`src/rtl/branch_sequencer.sv`:
```
// ============================================================================
// branch_sequencer
// ----------------------------------------------------------------------------
// Holds the program counter for the picoNISC core and runs the consumer side
// of the branch comparator. It accepts a branch request from decode and
// samples the comparator's equality result one cycle later. It then either
// redirects the PC to the captured target with a one-cycle flush, or falls
// through to the next sequential PC.
//
// Ports:
//   clock          in   1          system clock, rising edge
//   nReset         in   1          asynchronous active-low reset
//   enable         in   1          fetch advance permitted (FETCH only)
//   br_valid       in   1          branch presented by decode (FETCH, enable=1)
//   br_type        in   2          00=JMP 01=BEQ 10=BNE 11=reserved (never taken)
//   br_target      in   PC_WIDTH   absolute branch target
//   cmp_result     in   1          comparator equality, sampled in RESOLVE
//   pc             out  PC_WIDTH   registered program counter
//   flush          out  1          registered squash strobe (REDIRECT only)
//   busy           out  1          registered, high while resolving a branch
//   resolved_count out  16         (BRANCH_STATS_EN) saturating RESOLVE count
//   taken_count    out  16         (BRANCH_STATS_EN) saturating taken count
//
// Optional feature macro: BRANCH_STATS_EN adds the two statistics outputs.
// ============================================================================
module branch_sequencer #(
    parameter int                     PC_WIDTH = 8,
    parameter logic [PC_WIDTH-1:0]    RESET_PC = {PC_WIDTH{1'b0}},
    parameter int                     PC_INC   = 1
) (
    input  logic                clock,
    input  logic                nReset,
    input  logic                enable,
    input  logic                br_valid,
    input  logic [1:0]          br_type,
    input  logic [PC_WIDTH-1:0] br_target,
    input  logic                cmp_result,
    output logic [PC_WIDTH-1:0] pc,
    output logic                flush,
    output logic                busy
`ifdef BRANCH_STATS_EN
    ,
    output logic [15:0]         resolved_count,
    output logic [15:0]         taken_count
`endif
);

    typedef enum logic [1:0] {
        ST_FETCH    = 2'b00,
        ST_RESOLVE  = 2'b01,
        ST_REDIRECT = 2'b10
    } state_t;

    localparam logic [PC_WIDTH-1:0] W_PC_INC = PC_WIDTH'(PC_INC);

    state_t                r_state;
    state_t                w_state_nxt;
    logic [PC_WIDTH-1:0]   r_pc;
    logic [PC_WIDTH-1:0]   w_pc_nxt;
    logic [PC_WIDTH-1:0]   r_target;
    logic [PC_WIDTH-1:0]   w_target_nxt;
    logic [1:0]            r_type;
    logic [1:0]            w_type_nxt;
    logic                  r_flush;
    logic                  w_flush_nxt;
    logic                  r_busy;
    logic                  w_busy_nxt;
    logic                  w_taken;

    // Branch decision. The reserved encoding falls to the default arm, so it
    // is never taken.
    function automatic logic branch_taken(input logic [1:0] br_kind,
                                          input logic       equal);
        logic taken;
        case (br_kind)
            2'b00:   taken = 1'b1;
            2'b01:   taken = equal;
            2'b10:   taken = ~equal;
            default: taken = 1'b0;
        endcase
        return taken;
    endfunction

    // Next-state, next-PC and branch-capture logic.
    always_comb begin
        w_state_nxt  = r_state;
        w_pc_nxt     = r_pc;
        w_target_nxt = r_target;
        w_type_nxt   = r_type;
        w_taken      = 1'b0;
        case (r_state)
            ST_FETCH: begin
                if (enable) begin
                    if (br_valid) begin
                        // Hold the PC while the comparator settles.
                        w_type_nxt   = br_type;
                        w_target_nxt = br_target;
                        w_state_nxt  = ST_RESOLVE;
                    end else begin
                        w_pc_nxt = r_pc + W_PC_INC;
                    end
                end else begin
                    w_pc_nxt = r_pc;
                end
            end
            ST_RESOLVE: begin
                w_taken = branch_taken(r_type, cmp_result);
                if (w_taken) begin
                    w_pc_nxt    = r_target;
                    w_state_nxt = ST_REDIRECT;
                end else begin
                    w_pc_nxt    = r_pc + W_PC_INC;
                    w_state_nxt = ST_FETCH;
                end
            end
            ST_REDIRECT: begin
                w_state_nxt = ST_FETCH;
            end
            default: begin
                // An unreachable encoding recovers to FETCH without a flush.
                w_state_nxt = ST_FETCH;
            end
        endcase
        // busy and flush are registered from the next state so that they
        // line up with the state they describe.
        w_busy_nxt  = (w_state_nxt != ST_FETCH);
        w_flush_nxt = (w_state_nxt == ST_REDIRECT);
    end

    // State, PC, captured branch and registered strobes.
    always_ff @(posedge clock or negedge nReset) begin
        if (!nReset) begin
            r_state  <= ST_FETCH;
            r_pc     <= RESET_PC;
            r_target <= {PC_WIDTH{1'b0}};
            r_type   <= 2'b00;
            r_flush  <= 1'b0;
            r_busy   <= 1'b0;
        end else begin
            r_state  <= w_state_nxt;
            r_pc     <= w_pc_nxt;
            r_target <= w_target_nxt;
            r_type   <= w_type_nxt;
            r_flush  <= w_flush_nxt;
            r_busy   <= w_busy_nxt;
        end
    end

    assign pc    = r_pc;
    assign flush = r_flush;
    assign busy  = r_busy;

`ifdef BRANCH_STATS_EN
    logic [15:0] r_resolved_cnt;
    logic [15:0] r_taken_cnt;

    // Saturating resolution statistics; both stick at all-ones.
    always_ff @(posedge clock or negedge nReset) begin
        if (!nReset) begin
            r_resolved_cnt <= 16'h0000;
            r_taken_cnt    <= 16'h0000;
        end else begin
            if ((r_state == ST_RESOLVE) && (r_resolved_cnt != 16'hFFFF)) begin
                r_resolved_cnt <= r_resolved_cnt + 16'h0001;
            end else begin
                r_resolved_cnt <= r_resolved_cnt;
            end
            if ((r_state == ST_RESOLVE) && w_taken && (r_taken_cnt != 16'hFFFF)) begin
                r_taken_cnt <= r_taken_cnt + 16'h0001;
            end else begin
                r_taken_cnt <= r_taken_cnt;
            end
        end
    end

    assign resolved_count = r_resolved_cnt;
    assign taken_count    = r_taken_cnt;
`else
    // Statistics disabled: no counters and no statistics ports.
`endif

endmodule

```
`config.mk`:
```
export PLATFORM = sky130hd
export DESIGN_NAME = branch_sequencer
export DESIGN_NICKNAME = d
export VERILOG_FILES = /design/src/rtl/branch_sequencer.sv
export SDC_FILE = /design/constraint.sdc
export NUM_CORES = 1
export LEC_CHECK = 0
export ABC_AREA = 1
export ABC_CLOCK_PERIOD_IN_PS = 3650
export BUFFER_PORTS_ARGS = -buffer_cell sky130_fd_sc_hd__buf_2
export CORE_ASPECT_RATIO = 0.7
export CORE_MARGIN = 4
export CORE_UTILIZATION = 41
export DETAILED_ROUTE_END_ITERATION = 8
export PLACE_DENSITY = 0.69
export SETUP_SLACK_MARGIN = 0.05
export SYNTH_ARGS = -nofsm -noshare
export SYNTH_HDL_FRONTEND = slang
export SYNTH_SLANG_ARGS = --single-unit
```
`constraint.sdc`:
```
create_clock -name clock -period 3.65 [get_ports clock]
set_clock_uncertainty 0.05 [all_clocks]
set_input_delay 0.73 -clock clock [delete_from_list [all_inputs] [get_ports clock]]
set_output_delay 0.73 -clock clock [all_outputs]
set_load 0.02 [all_outputs]
```
==> results.txt <==
CTS clk-pin slew, worst paths: 0.07 ns
CP max-delay cell: dfrtp_1
Core area: 2550 sq um
Antenna violations before repair: 0
Actual slew at the worst max-slew pin: 0.511 ns
Hold Crit Class: input port to async pin
Worst skew pair latency: 0.26 ns
Lkg Pwr: 0.757 nW
Placed Cells incl. Taps: 204
Final period utilization: 45.9%
CTS H-tree depth: 1
Layout net count: 191
Worst setup SP type: flip-flop
Reg area: 551 sq um
Rows: 15
Final wirelength: 2250 um
Syn Inst Count: 149
Drc violations: 0
Filler cell count: 255
GRT Resource Usage Total: 14.2%
#FFs+latches synth: 22
Crit Path Max Fanout: 6
Maximum vdd drop: 0.000265 V
CTS Buffer Depth: 2
GP Congestion: 0.766
Slew Limit Fails: 0
Vias after detailed routing: 964
Inserted Clock Buffers: 3
Layout cells sized above 1: 23.7%
Top cell type's share of synthesized area: 48.2%
CTS Root Cell: clkbuf_8
Ant. Diodes: 0
Total gr overflow: 0
Post-synth ARST share: 100%
Top-count cell post-synth: nand2_1
Post-DR vias/cell: 4.66
Final design utilization: 51.8%
Max_cap viols: 0
Area of the multi-input gates: 460 sq um
Max Clk Rate: 0.596 GHz
Final Hold Violating Endpoints: 0
YS warnings: 0
Final setup viols: 0
RSZ-0062 raised after global routing: false
Syn_nets: 165
Setup TNS: 0 ns
Crit Path Class: flip-flop to output port
Pwr Density: 603 nW/um^2
Port buffer count: 24
Die height: 52.2 um
Pre-antenna DRT Iters: 4
Worst rel slew slack: 65.9%
Post-synthesis cell area: 1140 sq um
Worst EP arrival: 0.90 ns
CTS resizes: 0
I/O pins: 25
Largest delay share family, worst path: flip-flops
Worst stage delay on the critical path: 0.44 ns
Starting DRC count in detailed routing: 58
Wire per inst: 10.8 um
Clock Sinks: 22
Syn Area/Cell: 7.67 sq um
Status: completed
Tot Pwr: 0.798 mW
Post-CTS Hold Fix Bufs: 0
Final non-filler cell total: 207
Vias in the first global route: 941
Crit. End Element: output port
Largest net degree at the start of global routing: 23
CP Cell Sequence: buf_2
Die area: 3710 sq um
CTS tree: yes
Main synth FF type: dfrtp_1
Worst path bufs/invs: 1
Netlist cell types: 18
Largest cells by area after synthesis: dfrtp_1 (48%), nand2_1 (16%), inv_1 (8.2%), nand3_1 (7.9%), o21ai_0 (5.3%)
Dpl hpwl: 1710 um
Leading area contributor after synthesis: dfrtp_1
Area grow syn2layout: 15.8%
Register area share after synthesis: 48.2%
Post-route ant nets: 0
Initial core utilization: 44.8%
WP data required: 2.87 ns
Postcts setup bufs: 0
Final min period: 1.68 ns
Commonest cells in the synthesized netlist: nand2_1 (49), inv_1 (25), dfrtp_1 (22)
First-pass GRT wire length: 4120 um
EDFF count, synth: 0
DIE WIDTH: 71.1 um
## metal layers
layer / up-vias / routed length (um) / global-route usage (%)
li1: 502 / - / -
met1: 431 / 1120 / 19.7
met2: 27 / 942 / 22.2
met3: 4 / 163 / 4.44
met4: 0 / 23 / 2.81
met5: - / 0 / 0
## per-stage QoR
step	cell area [sq um]	setup WS (ns)	hold WS (ns)
after floorplan	1140	2.25	0.384
after global placement	1280	2.00	0.456
after detailed placement	1280	1.95	0.461
after CTS	1320	1.96	0.388
after global routing	1320	1.91	0.419
final	1320	1.97	0.375
## worst paths after layout
check | start | end | slack (ns) | cells past startpoint
hold / removal | nReset | r_type[1] | 0.38 | 1
max in group asynchronous | nReset | pc[1] | 2.85 | 1
min in group clock | pc[7] | pc[7] | 0.47 | 2
setup reg to reg | r_state[1] | r_target[4] | 2.29 | 5
setup / recovery | pc[3] | pc[3] | 1.97 | 1
hold reg to reg | pc[7] | pc[7] | 0.47 | 2
## sequential cells by signal (all words and copies together) (netlist names)
name      count
r_type        2
busy          1
pc            8
flush         1
r_state       2
r_target      8
## layout make-up
class                           instances  share of cell area (%)
Clock buffer                            3                    3.12
Inverter                               28                    8.14
Multi-Input combinational cell         96                    34.8
Sequential cell                        22                    41.6
Tap cell                               34                    3.22
Timing Repair Buffer                   24                    9.08
## placed cells by master (no fill, tap or decap), drive strengths merged
cell type	instances
nand2	56
inv	28
buf	24
dfrtp	22
nand3	20
o21ai	12
nor2	5
clkbuf	3
nand3b	1
xnor2	1
ha	1
## where the power goes
| part | internal (mW) | leakage (nW) | switching, mW | total (mW) |
|---|---|---|---|---|
| logic | 0.106 | 0.458 | 0.186 | 0.292 |
| registers | 0.305 | 0.277 | 0.0577 | 0.363 |
| clock network | 0.0735 | 0.0216 | 0.0697 | 0.143 |
## cell families (layout without fill, tap and decap cells)
kind of cell	after synthesis	after routing	share of synthesized area (%)
AOI/OAI and AO/OA	12	12	5.26
xor gates and xnor gates	1	1	0.767
adders and majority gates	1	1	1.10
buffers and inverters	31	55	11.5
DFF	22	22	48.2
and+or+nand+nor	82	82	33.2
Note: power is estimated with default switching activity, not from simulation.
